--- config.mk ---
export PLATFORM = sky130hd
export DESIGN_NAME = pwm_duty_meter
export DESIGN_NICKNAME = d
export VERILOG_FILES = /design/src/rtl/pwm_duty_meter.sv
export SDC_FILE = /design/constraint.sdc
export NUM_CORES = 1
export LEC_CHECK = 0
export CORE_ASPECT_RATIO = 0.5
export CORE_UTILIZATION = 48
export DETAILED_ROUTE_END_ITERATION = 8
export DONT_BUFFER_PORTS = 1
export PLACE_DENSITY = 0.73
export SYNTH_ARGS = -nofsm -noshare
export SYNTH_HDL_FRONTEND = slang
export SYNTH_SLANG_ARGS = --single-unit
export TNS_END_PERCENT = 10
--- constraint.sdc ---
create_clock -name clk -period 3.2 [get_ports clk]
set_input_delay 0.32 -clock clk [delete_from_list [all_inputs] [get_ports clk]]
set_output_delay 0.32 -clock clk [all_outputs]
set_load 0.02 [all_outputs]
--- src/rtl/pwm_duty_meter.sv ---
// PWM duty meter: measures high time and period of pwm_in and reports an 8-bit duty (0..255).
// Define PWM_METER_FILTER_EN to insert a 3-sample glitch filter after the synchronizer.
module pwm_duty_meter #(
    parameter int CNT_W   = 16,
    parameter int TIMEOUT = 65535
) (
    input  logic             clk,
    input  logic             reset_b,
    input  logic             pwm_in,
    input  logic             clear_flags,
    output logic [CNT_W-1:0] high_count,
    output logic [CNT_W-1:0] period_count,
    output logic [7:0]       duty,
    output logic             sample_valid,
    output logic             stalled,
    output logic             stuck_level,
    output logic             overrun
);
    typedef enum logic [1:0] {ST_ARM = 2'd0, ST_HIGH = 2'd1, ST_LOW = 2'd2} state_t;

    localparam logic [CNT_W-1:0] TO_V    = CNT_W'(TIMEOUT);
    localparam logic [CNT_W-1:0] TO_M1   = CNT_W'(TIMEOUT - 1);
    localparam logic [CNT_W-1:0] CNT_ONE = CNT_W'(1);

    logic             sync1_r, sync2_r, lvl_r, prev_r, rise_r, fall_r;
    state_t           state_r;
    logic [CNT_W-1:0] cnt_r, high_lat_r, div_high_r, div_per_r;
    logic             busy_r, stall_pend_r, pend_lvl_r;
    logic [3:0]       div_cnt_r;
    logic [CNT_W:0]   div_rem_r, sh_s, nrem_s;
    logic [8:0]       div_q_r, q_nxt_s;
    logic             ge_s, div_done_s, stall_hit_s, stall_evt_s, evt_lvl_s;
    logic             period_end_s, start_div_s, overrun_set_s;

    // Two-flop synchronizer for the asynchronous PWM input
    always_ff @(posedge clk or negedge reset_b) begin
        if (!reset_b) begin
            sync1_r <= 1'b0;
            sync2_r <= 1'b0;
        end else begin
            sync1_r <= pwm_in;
            sync2_r <= sync1_r;
        end
    end

`ifdef PWM_METER_FILTER_EN
    logic [1:0] hist_r;

    // Glitch filter: level follows the input only after three identical samples
    always_ff @(posedge clk or negedge reset_b) begin
        if (!reset_b) begin
            hist_r <= 2'b00;
            lvl_r  <= 1'b0;
        end else begin
            hist_r <= {hist_r[0], sync2_r};
            if ((sync2_r == hist_r[0]) && (hist_r[0] == hist_r[1])) begin
                lvl_r <= sync2_r;
            end
        end
    end
`else
    // Level register fed directly by the synchronizer
    always_ff @(posedge clk or negedge reset_b) begin
        if (!reset_b) begin
            lvl_r <= 1'b0;
        end else begin
            lvl_r <= sync2_r;
        end
    end
`endif

    // Edge detector producing registered one-cycle rise/fall strobes
    always_ff @(posedge clk or negedge reset_b) begin
        if (!reset_b) begin
            prev_r <= 1'b0;
            rise_r <= 1'b0;
            fall_r <= 1'b0;
        end else begin
            prev_r <= lvl_r;
            rise_r <= lvl_r & ~prev_r;
            fall_r <= ~lvl_r & prev_r;
        end
    end

    // Divider step, event decoding; the first step compares without shifting (quotient bit 8)
    always_comb begin
        sh_s          = (div_cnt_r == 4'd9) ? div_rem_r : {div_rem_r[CNT_W-1:0], 1'b0};
        ge_s          = (sh_s >= {1'b0, div_per_r});
        nrem_s        = ge_s ? (sh_s - {1'b0, div_per_r}) : sh_s;
        q_nxt_s       = {div_q_r[7:0], ge_s};
        div_done_s    = busy_r && (div_cnt_r == 4'd1);
        stall_hit_s   = (cnt_r == TO_M1) && !rise_r;
        stall_evt_s   = stall_hit_s || stall_pend_r;
        evt_lvl_s     = stall_hit_s ? lvl_r : pend_lvl_r;
        period_end_s  = (state_r == ST_LOW) && rise_r;
        start_div_s   = period_end_s && !busy_r;
        overrun_set_s = period_end_s && busy_r;
    end

    // Measurement FSM and saturating cycles-since-rise counter
    always_ff @(posedge clk or negedge reset_b) begin
        if (!reset_b) begin
            state_r    <= ST_ARM;
            cnt_r      <= '0;
            high_lat_r <= '0;
        end else begin
            if (rise_r) begin
                cnt_r <= CNT_ONE;
            end else if (cnt_r != TO_V) begin
                cnt_r <= cnt_r + CNT_ONE;
            end
            if (stall_hit_s) begin
                state_r <= ST_ARM;
            end else begin
                case (state_r)
                    ST_ARM:  if (rise_r) state_r <= ST_HIGH;
                    ST_HIGH: if (fall_r) begin
                        high_lat_r <= cnt_r;
                        state_r    <= ST_LOW;
                    end
                    ST_LOW:  if (rise_r) state_r <= ST_HIGH;
                    default: state_r <= ST_ARM;
                endcase
            end
        end
    end

    // Restoring divider: {high, 8'b0} / period, one quotient bit per cycle
    always_ff @(posedge clk or negedge reset_b) begin
        if (!reset_b) begin
            busy_r     <= 1'b0;
            div_cnt_r  <= 4'd0;
            div_rem_r  <= '0;
            div_q_r    <= 9'd0;
            div_high_r <= '0;
            div_per_r  <= '0;
        end else if (start_div_s) begin
            busy_r     <= 1'b1;
            div_cnt_r  <= 4'd9;
            div_rem_r  <= {1'b0, high_lat_r};
            div_q_r    <= 9'd0;
            div_high_r <= high_lat_r;
            div_per_r  <= cnt_r;
        end else if (busy_r) begin
            div_rem_r <= nrem_s;
            div_q_r   <= q_nxt_s;
            div_cnt_r <= div_cnt_r - 4'd1;
            if (div_cnt_r == 4'd1) begin
                busy_r <= 1'b0;
            end
        end
    end

    // Result publication; a stall coinciding with a finished division is deferred one cycle
    always_ff @(posedge clk or negedge reset_b) begin
        if (!reset_b) begin
            high_count   <= '0;
            period_count <= '0;
            duty         <= 8'd0;
            sample_valid <= 1'b0;
            stalled      <= 1'b0;
            stuck_level  <= 1'b0;
            overrun      <= 1'b0;
            stall_pend_r <= 1'b0;
            pend_lvl_r   <= 1'b0;
        end else begin
            sample_valid <= 1'b0;
            if (div_done_s) begin
                high_count   <= div_high_r;
                period_count <= div_per_r;
                duty         <= q_nxt_s[8] ? 8'hFF : q_nxt_s[7:0];
                sample_valid <= 1'b1;
                stalled      <= 1'b0;
                stall_pend_r <= stall_evt_s;
                pend_lvl_r   <= evt_lvl_s;
            end else if (stall_evt_s) begin
                stalled      <= 1'b1;
                stuck_level  <= evt_lvl_s;
                duty         <= evt_lvl_s ? 8'hFF : 8'h00;
                sample_valid <= 1'b1;
                stall_pend_r <= 1'b0;
            end
            if (overrun_set_s) begin
                overrun <= 1'b1;
            end else if (clear_flags) begin
                overrun <= 1'b0;
            end
        end
    end
endmodule
==> results of run 1 <==
placed cells by master (no fill, tap or decap), types with 11 or more instances in the layout:
cell and n:
a21oi_1 19, nor2_1 36, nor3_1 11, nand4_1 13, buf_4 77, xor2_1 13
dfrtp_1 147, nand3_1 15, inv_1 24, mux2_2 74, clkbuf_16 17, nand2_1 111
o21ai_0 44, ha_1 13
metrics by stage:
stage	hold WS (ps)	instances
after floorplan	24.4	708
after global placement	29.5	945
after detailed placement	26.8	945
after CTS	-429	982
after global routing	-433	986
final	-408	986
per-layer routing:
layer / global-route usage, % / wire, µm
met3: 5.44 / 1200
met5: 0 / 0
met4: 8.78 / 409
met1: 35.2 / 8990
met2: 40.1 / 8460
worst max path at each step:
stage                             from       endpoint  slack, ps
final                     div_cnt_r[1]   div_rem_r[0]         50
after global routing      div_cnt_r[1]   div_rem_r[4]        -50
after CTS                 div_cnt_r[1]  div_rem_r[15]         10
after detailed placement  div_cnt_r[1]   div_rem_r[0]       -240
after global placement    div_cnt_r[1]   div_rem_r[2]       -140
after floorplan           div_cnt_r[0]  div_rem_r[15]         30
sequential cells by signal, summed over array words and instances, names as in the netlist, 2 cells and up:
signal        flops
high_count       16
div_high_r       16
state_r           2
div_cnt_r         4
div_rem_r        17
duty              8
cnt_r            16
period_count     16
div_per_r        16
high_lat_r       16
div_q_r           8
what timing repair did:
| item | 4_1_cts | 5_1_grt |
|---|---|---|
| pin swaps | 2 | 11 |
| gates cloned | 1 | 0 |
| resized for setup | 10 | 30 |
| hold endpoints to repair | 150 | 148 |
| setup endpoints to repair | 19 | 18 |
| buffers inserted | 3 | 5 |
power groups by stage:
stage	clock [µW]	sequential, µW	combinational [µW]
after floorplan	0	2550	2750
after global placement	0	2700	4310
after detailed placement	0	2700	4350
after CTS	2190	2690	4470
after global routing	2280	2750	5380
final	2160	2700	4960
worst max-delay path: stages, from the launching register on:
cell and delay (ps):
dfrtp_1 390, inv_2 90, ha_4 170, nand3b_4 170
clkinv_4 120, nand2_1 70, nand2_2 90, ha_4 200
buf_4 150, a311o_1 450, o21a_4 260, o21ai_4 310
buf_4 220, nand3_1 110, a31o_2 250
cell type report:
| type | instances | share of cell area (%) |
|---|---|---|
| repair buffers | 85 | 7.59 |
| inverters | 26 | 1.14 |
| well taps | 198 | 2.75 |
| flip-flops and latches | 148 | 41.2 |
| multi-input cells | 498 | 40.3 |
| clock buffers | 18 | 4.88 |
| clock inverters | 13 | 2.21 |
kinds of logic (layout without fill, tap and decap cells):
kind of cell               after synthesis  count (layout)  share of synthesized area, %
adders and majority gates               21              21                          3.68
muxes                                   82              82                          12.6
buffers and inverters                   63             142                          3.48
DFF                                    148             148                          50.5
xor gates and xnor gates                20              20                          2.39
AOI/OAI and AO/OA                      131             131                          11.6
and+or+nand+nor                        243             244                          15.7
==> qor.csv, run 1 <==
metric,value,unit
Yosys top cell area share,50.5,%
setup TNS,0,ps
"count leader, synth",dfrtp_1,
largest cells by area after synthesis,"dfrtp_1 50%, mux2_2 11%, nand2_1 5.8%",
Gate Count Post-Synth,708,
Antenna diodes,0,
max-slew violation count,0,
largest net degree at the start of global routing,149,
placed inst area,8040,µm²
CP arrival,3460,ps
initial antenna violation count,0,
Hold Fails Final Rpt,148,
Sw Ratio,38.9,%
critical path startpoint category,register,
Power per Cell Area,1090,nW/µm²
HPWL after detailed placement,13100,µm
TritonCTS clock tree,yes,
worst path required time,3510,ps
Syn Area/Cell,10.4,µm²
DRC viols,0,
most frequent cells after synthesis,"148 x dfrtp_1, 113 x nand2_1, 74 x mux2_2",
outcome,finished with violations,
Peak VDD IR,0.000502,V
max cap viols,0,
Hold Crit Class,primary input to async pin,
pre-CTS setup slack,-244,ps
ys async rst share,100,%
Tmin final,3150,ps
Core Box Area,14700,µm²
first-pass GRT wire length,29600,µm
fill count,1165,
measured slew at the worst slew-check pin,1010,ps
Die Area,15800,µm²
Yosys reg bits,148,
Reg-to-Reg End,div_rem_r[0],
RSZ-0062 raised after global routing,yes,
Wirelength per Cell,19.3,µm
clk_skew,10.8,ps
YS warnings,0,
highest clock rate,0.318,GHz
GRT Overall Usage,25.5,%
Die Wd,177,µm
DR pass1 iterations,5,
CTS Hold Bufs,2,
final worst slack,53.1,ps
"EDFF count, synth",0,
P_leak,0.00413,µW
critical path type,register to register,
syn_nets,733,
Sw Pwr,3820,µW
Vias/cell,5.75,
Post-Layout Inst Area,9000,µm²
post-synthesis sequential area ratio,50.5,%
Tcrit/Tclk final,98.3,%
Longest Clk Path Bufs,2,
Comb power frac,50.5,%
clock slew seen by the registers of the worst setup and hold paths,70,ps
Multi-input gate area,3630,µm²
relative slew slack,32.3,%
Clock Power Share,22.0,%
most used flip-flop cell after synthesis,dfrtp_1,
total number of vias,5669,
Layout Nets,801,
Rows,31,
FF+latch area,3700,µm²
Initial Util,49.9,%
TritonCTS buffer count,17,
# setup viols final,0,
r2r setup slk,50,ps
grt ovf,0,
Hold WS,-408,ps
vias in the first global route,5377,
Starting DRT DRC Count,428,
Yosys cell types,67,
H-tree levels,4,
Post-Route WL,19100,µm
IO buf count,0,
Flop pwr share,27.5,%
Final Util,61.2,%
Setup crit end kind,register,
failing checks,negative hold slack,
clk root buf,clkbuf_16,
internal power,5990,µW
worst-path fanout max,10,
Critical R2R Launch,div_cnt_r[1],
Post-DRT Antenna Nets,0,
die height,89.4,µm
layout cells sized above 1,29.2,%
power consumption,9810,µW
Skew-Pair Late Insertion Delay,430,ps
Sink Count,148,
Syn Std Cell Area,7340,µm²
IO Count,48,
Syn-to-layout area delta,22.7,%
Synth area leader,dfrtp_1,
R2R cell count,14,
RD Place Congestion,0.966,
Note: power is estimated with default switching activity, not from simulation.
==> run 2: changes to the inputs <==
--- a/config.mk
+++ b/config.mk
@@ -9,7 +9,7 @@
 export CORE_UTILIZATION = 48
 export DETAILED_ROUTE_END_ITERATION = 8
 export DONT_BUFFER_PORTS = 1
-export PLACE_DENSITY = 0.73
+export PLACE_DENSITY = 0.71
 export SYNTH_ARGS = -nofsm -noshare
 export SYNTH_HDL_FRONTEND = slang
 export SYNTH_SLANG_ARGS = --single-unit
==> constraint.sdc (replaced) <==
create_clock -name clk -period 3.9 [get_ports clk]
set_input_delay 0.39 -clock clk [delete_from_list [all_inputs] [get_ports clk]]
set_output_delay 0.39 -clock clk [all_outputs]
set_load 0.02 [all_outputs]
==> run 2 against run 1 <==
The flow now finishes without violations. Sequential power is 19% lower. Global-route usage fell by 1.5 points. Final cell count fell by 7.0%. Sequential share of layout area grew 3.9 points. Wire length fell by 6.6%. First-iteration DRC count down 0.70%. Via count down 3.6%. Clock-buffer cell count is 1 higher. Non-clock buffer count fell by 69. Critical path type unchanged. Critical endpoint is now div_rem_r[4].
==> qor.csv, run 2 (synthesis gave the netlist of run 1 again) <==
metric,value,unit,change
Tcrit/Tclk final,94.5,%,-3.8 points
Multi-input gate area,3420,µm²,-5.6%
max reg flops,17,,unchanged
"CP delay by family, top",simple AND/OR/NAND/NOR gates,,
Starting DRT DRC Count,425,,-0.70%
CP arrival,4030,ps,+570 ps
Hold Crit Class,primary input to register,,
max cap viols,0,,unchanged
DRC viols,0,,unchanged
Skew-Pair Late Insertion Delay,440,ps,about the same
Hold Fails Final Rpt,0,,-100%
DR pass1 iterations,8,,+3
Levels on crit path,13,,-1
IO Count,48,,unchanged
Rows,31,,unchanged
measured slew at the worst slew-check pin,1040,ps,+33.1 ps
# setup viols final,0,,unchanged
Worst Setup SP,div_cnt_r[0],,
Syn-to-layout area delta,12.0,%,
critical path type,register to register,,
P_leak,0.00374,µW,-9.5%
Initial Util,49.9,%,unchanged
R2R cell count,13,,-1
Wirelength per Cell,19.4,µm,+0.43%
Longest Clk Path Bufs,2,,unchanged
Post-DRT Antenna Nets,0,,unchanged
largest net degree at the start of global routing,149,,unchanged
final std cells w/o fill,917,,-7.0%
Peak VDD IR,0.000406,V,-19%
clk_skew,16.7,ps,+5.95 ps
Post-CTS Setup Bufs,0,,-3
clk root buf,clkbuf_16,,
Reg-to-Reg End,div_rem_r[4],,
IO buf count,0,,unchanged
FF+latch area,3700,µm²,about the same
Critical R2R Launch,div_cnt_r[0],,
crit path cell chain,"ha_1, nand3b_4, clkinvlp_4, nand2_1, nand2_1, ha_1, and3_1, nand4_1, nor4_2, a311oi_4, buf_4, a2111o_1, o211ai_1",,
Post-Route WL,17800,µm,-6.6%
TritonCTS buffer count,17,,unchanged
Layout Nets,731,,-8.7%
Crit path largest cell delay,490,ps,+40 ps
grt ovf,0,,unchanged
Sink Count,148,,unchanged
"commonest non-fill, non-tap cell in the layout",dfrtp_1,,
Critical-path top delay cell,nor4_2,,
max-slew violation count,0,,unchanged
clock slew seen by the registers of the worst setup and hold paths,70,ps,about the same
Critical Path Sink,div_rem_r[4],,
Die Area,15800,µm²,unchanged
"Buf+Inv Stages, Crit Path",2,,-2
GRT Overall Usage,24.0,%,-1.5 points
HPWL after detailed placement,12000,µm,-8.4%
outcome,"complete, no violations",,
highest clock rate,0.271,GHz,-15%
relative slew slack,30.0,%,-2.2 points
Setup crit end kind,register,,
layout cells sized above 1,18.9,%,-10 points
TritonCTS clock tree,yes,,
initial antenna violation count,0,,unchanged
Die Wd,177,µm,unchanged
"commonest cells after routing, fill and taps aside","148 x dfrtp_1, 113 x nand2_1, 74 x mux2_2, 45 x o21ai_0, 37 x nor2_1",,
Power per Cell Area,831,nW/µm²,-24%
setup TNS,0,ps,unchanged
Core Box Area,14700,µm²,unchanged
RD Place Congestion,0.899,,-7.0%
worst-path fanout max,10,,unchanged
vias in the first global route,5281,,-1.8%
die height,89.4,µm,unchanged
placed insts,882,,-6.7%
first-pass GRT wire length,28300,µm,-4.4%
Vias/cell,5.96,,+3.7%
critical path startpoint category,register,,
most flop-heavy register,div_rem_r,,
Antenna diodes,0,,unchanged
Tmin final,3690,ps,+539 ps
total number of vias,5465,,-3.6%
fill count,1237,,+6.2%
r2r setup slk,210,ps,+160 ps
worst path required time,4240,ps,+730 ps
H-tree levels,4,,unchanged
==> run 2: cell types whose count changed in the layout (fill, tap and decap cells not counted), sizes merged <==
cell	delta
clkinv	-2
clkinvlp	+1
bufinv	-3
clkbuf	+1
inv	+4
nand3b	-1
buf	-69
==> run 2: area by class of cell <==
cell class / instances / share of cell area (%)
Clock buffer: 19 / 5.39
Clock inverter: 13 / 1.68
Inverter: 26 / 1.23
Multi-Input combinational cell: 497 / 41.7
Sequential cell: 148 / 45.1
Tap cell: 198 / 3.02
Timing Repair Buffer: 16 / 1.92
==> run 2: per-stage QoR <==
stage / setup WS [ps] / hold WS, ps / total power (µW) / util [%] / instance area [µm²]
after floorplan: 545 / 94.4 / 4340 / - / 7340
after global placement: 229 / 97.4 / 5050 / 51.4 / 7560
after detailed placement: 126 / 99.7 / 5090 / 51.4 / 7560
after CTS: 81.3 / 60.5 / 6770 / 55.7 / 8190
after global routing: -1.51 / 59.2 / 7280 / 55.9 / 8210
final: 214 / 66.2 / 6820 / 55.9 / 8210
==> run 2: timing repair <==
action                                  CTS  global route
resized for setup                         0             5
hold buffers                              3             0
hold endpoints to repair                149             0
endpoints found under the setup margin    0            16
==> run 2: worst min-delay path by stage <==
stage                startpoint       endpoint  slack [ps]  cells after the start
floorplan               reset_b         busy_r          90                      0
global placement        reset_b  high_count[0]         100                      0
detailed placement      reset_b   div_per_r[0]         100                      0
CTS                 clear_flags        overrun          60                      1
global route        clear_flags        overrun          60                      1
finish              clear_flags        overrun          70                      1
==> run 2: worst reg2reg max path, stage by stage (launching register included) <==
cell and delay (ps):
dfrtp_1 420, ha_1 260, nand3b_4 190, clkinvlp_4 240, nand2_1 120, nand2_1 90
ha_1 390, and3_1 330, nand4_1 190, nor4_2 490, a311oi_4 140, buf_4 250
a2111o_1 390, o211ai_1 100
==> run 2: power breakdown <==
| group | internal (µW) | switching, µW |
|---|---|---|
| registers | 1830 | 358 |
| clock network | 916 | 715 |
| logic | 1260 | 1750 |
==> run 2: metal layers <==
layer  track usage (%)  share of wire (%)
met2              37.6                 45
met1              32.6                 47
met4              7.84                2.1
met5                 0                  0
met3              6.42                6.3
==> run 3: changes to the inputs <==
--- a/config.mk
+++ b/config.mk
@@ -9,7 +9,7 @@
 export CORE_UTILIZATION = 48
 export DETAILED_ROUTE_END_ITERATION = 8
 export DONT_BUFFER_PORTS = 1
-export PLACE_DENSITY = 0.71
+export PLACE_DENSITY = 0.65
 export SYNTH_ARGS = -nofsm -noshare
 export SYNTH_HDL_FRONTEND = slang
 export SYNTH_SLANG_ARGS = --single-unit
==> constraint.sdc (replaced) <==
create_clock -name clk -period 3.04 [get_ports clk]
set_input_delay 0.304 -clock clk [delete_from_list [all_inputs] [get_ports clk]]
set_output_delay 0.304 -clock clk [all_outputs]
set_load 0.02 [all_outputs]
==> run 3 against run 2 <==
The flow now finishes with violations (negative hold slack, negative setup slack). Clock power increased by 33%. Cell area increased by 11%. Via count increased by 3.3%. Flip-flop and latch count unchanged. Critical path depth unchanged. Power increased by 53%. Sequential power increased by 28%. Largest power group unchanged. Critical endpoint is now duty[0].
==> qor.csv, run 3 (synthesis gave the netlist of run 1 again) <==
metric,value,unit,change
Rows,31,,unchanged
IO Count,48,,unchanged
DR pass1 iterations,6,,-2
Die Wd,177,µm,unchanged
IO buf count,0,,unchanged
Vias/cell,5.73,,-3.8%
highest clock rate,0.323,GHz,+19%
Syn-to-layout area delta,24.1,%,
critical path type,register to register,,
worst-path fanout max,9,,-1
first-pass GRT wire length,29300,µm,+3.5%
CP arrival,3390,ps,-640 ps
vias in the first global route,5234,,-0.89%
worst path required time,3340,ps,-900 ps
max reg flops,17,,unchanged
Hold Fails Final Rpt,148,,+148
CTS Hold Bufs,2,,-1
pre-CTS setup slack,-330,ps,-456 ps
P_leak,0.00413,µW,+11%
Critical R2R Launch,div_cnt_r[1],,
Wirelength per Cell,19.0,µm,-2.4%
H-tree levels,4,,unchanged
clock slew seen by the registers of the worst setup and hold paths,60,ps,about the same
# setup viols final,8,,+8
total number of vias,5646,,+3.3%
Die Area,15800,µm²,unchanged
placed inst area,8050,µm²,+6.5%
Post-Route WL,18700,µm,+4.9%
most flop-heavy register,div_rem_r,,
Hold WS,-417,ps,-483 ps
Sw Ratio,39.1,%,-2.3 points
Skew-Pair Late Insertion Delay,420,ps,-20 ps
final worst slack,-51.3,ps,-265 ps
Antenna diodes,0,,unchanged
Flop pwr share,26.7,%,-5.4 points
r2r setup slk,-50,ps,-270 ps
Starting DRT DRC Count,469,,+10%
RD Place Congestion,0.938,,+4.4%
Hold Crit Class,primary input to async pin,,
relative slew slack,54.9,%,+25 points
Layout Nets,800,,+9.4%
failing checks,"negative hold slack, negative setup slack",,
Power per Cell Area,1150,nW/µm²,+38%
max cap viols,0,,unchanged
RSZ-0062 raised after global routing,yes,,
"commonest cells after routing, fill and taps aside","148 x dfrtp_1, 112 x nand2_1, 76 x buf_4, 73 x mux2_2, 42 x o21ai_0",,
Post-Layout Inst Area,9100,µm²,+11%
layout cells sized above 1,30.6,%,+12 points
HPWL after detailed placement,12800,µm,+6.2%
Sink Count,148,,unchanged
Tmin final,3090,ps,-595 ps
Clock Power Share,20.6,%,-3.3 points
clk root buf,clkbuf_16,,
Longest Clk Path Bufs,2,,unchanged
Initial Util,49.9,%,unchanged
max-slew violation count,0,,unchanged
Post-DRT Antenna Nets,0,,unchanged
placed insts,942,,+6.8%
critical path startpoint category,register,,
die height,89.4,µm,unchanged
final std cells w/o fill,985,,+7.4%
Final Util,61.9,%,+6.1 points
GRT Overall Usage,25.0,%,+1.1 points
largest net degree at the start of global routing,149,,unchanged
Core Box Area,14700,µm²,unchanged
internal power,6380,µW,+59%
clk_skew,8.97,ps,-7.74 ps
measured slew at the worst slew-check pin,676,ps,-366 ps
outcome,finished with violations,,
TritonCTS clock tree,yes,,
Sw Pwr,4090,µW,+45%
R2R cell count,13,,unchanged
grt ovf,0,,unchanged
DRC viols,0,,unchanged
Tcrit/Tclk final,102,%,+7.2 points
Peak VDD IR,0.000501,V,+24%
initial antenna violation count,0,,unchanged
Setup crit end kind,register,,
Comb power frac,52.7,%,+8.7 points
TritonCTS buffer count,17,,unchanged
fill count,1164,,-5.9%
"commonest non-fill, non-tap cell in the layout",dfrtp_1,,
Reg-to-Reg End,duty[0],,
-- run 3: metrics by stage --
step                      power, µW  setup TNS, ps
after floorplan                5650          -77.4
after global placement         7400          -2190
after detailed placement       7410          -3840
after CTS                     10100           -136
after global routing          11100          -1860
final                         10500           -253
-- run 3: final cells by class --
class / count / area [µm²] / share of cell area (%)
multi-input combinational: 498 / 3760 / 41.3
sequential: 148 / 3700 / 40.7
timing repair buffer: 84 / 684 / 7.52
clock buffer: 20 / 457 / 5.02
tap: 198 / 248 / 2.72
clock inverter: 11 / 151 / 1.66
inverter: 26 / 103 / 1.13
-- run 3: worst max-delay path by stage --
| stage | from | end | slack [ps] | cells after the start |
|---|---|---|---|---|
| floorplan | div_cnt_r[0] | duty[0] | -20 | 11 |
| global placement | div_cnt_r[1] | div_rem_r[0] | -220 | 13 |
| detailed placement | div_cnt_r[1] | div_rem_r[15] | -330 | 13 |
| CTS | div_cnt_r[0] | duty[0] | -40 | 10 |
| global route | div_cnt_r[1] | div_rem_r[8] | -170 | 15 |
| finish | div_cnt_r[1] | duty[0] | -50 | 13 |
-- run 3: repair_timing --
item                                    CTS  global route
endpoints found under the setup margin   19            19
pin swaps                                10            13
cloned                                    1             0
setup buffers                             6             3
hold endpoints to repair                150           148
resized for setup                        32            25
-- run 3: power groups by stage --
stage	clock network, µW	logic [µW]	registers, µW
floorplan	0	2960	2690
global placement	0	4580	2810
detailed placement	0	4600	2810
CTS	2200	5120	2790
global route	2280	5980	2850
finish	2160	5520	2800
-- run 3: critical path: stages, from the launching register on --
cell and delay (ps):
dfrtp_1 390, inv_2 90, ha_4 160, nand3b_4 160, clkinv_4 140, nand2_1 70, nand2_1 130, ha_4 240
a21o_1 220, a21oi_4 180, nand2_4 90, a311o_2 440, or3_1 370, a221o_1 300
-- run 3: metal layers --
metal,share of wire (%),track usage [%],vias up
li1,-,-,2644
met1,48,36.0,2773
met2,44,37.2,204
met3,6.5,6.25,25
met4,1.5,7.76,0
met5,0,0,-
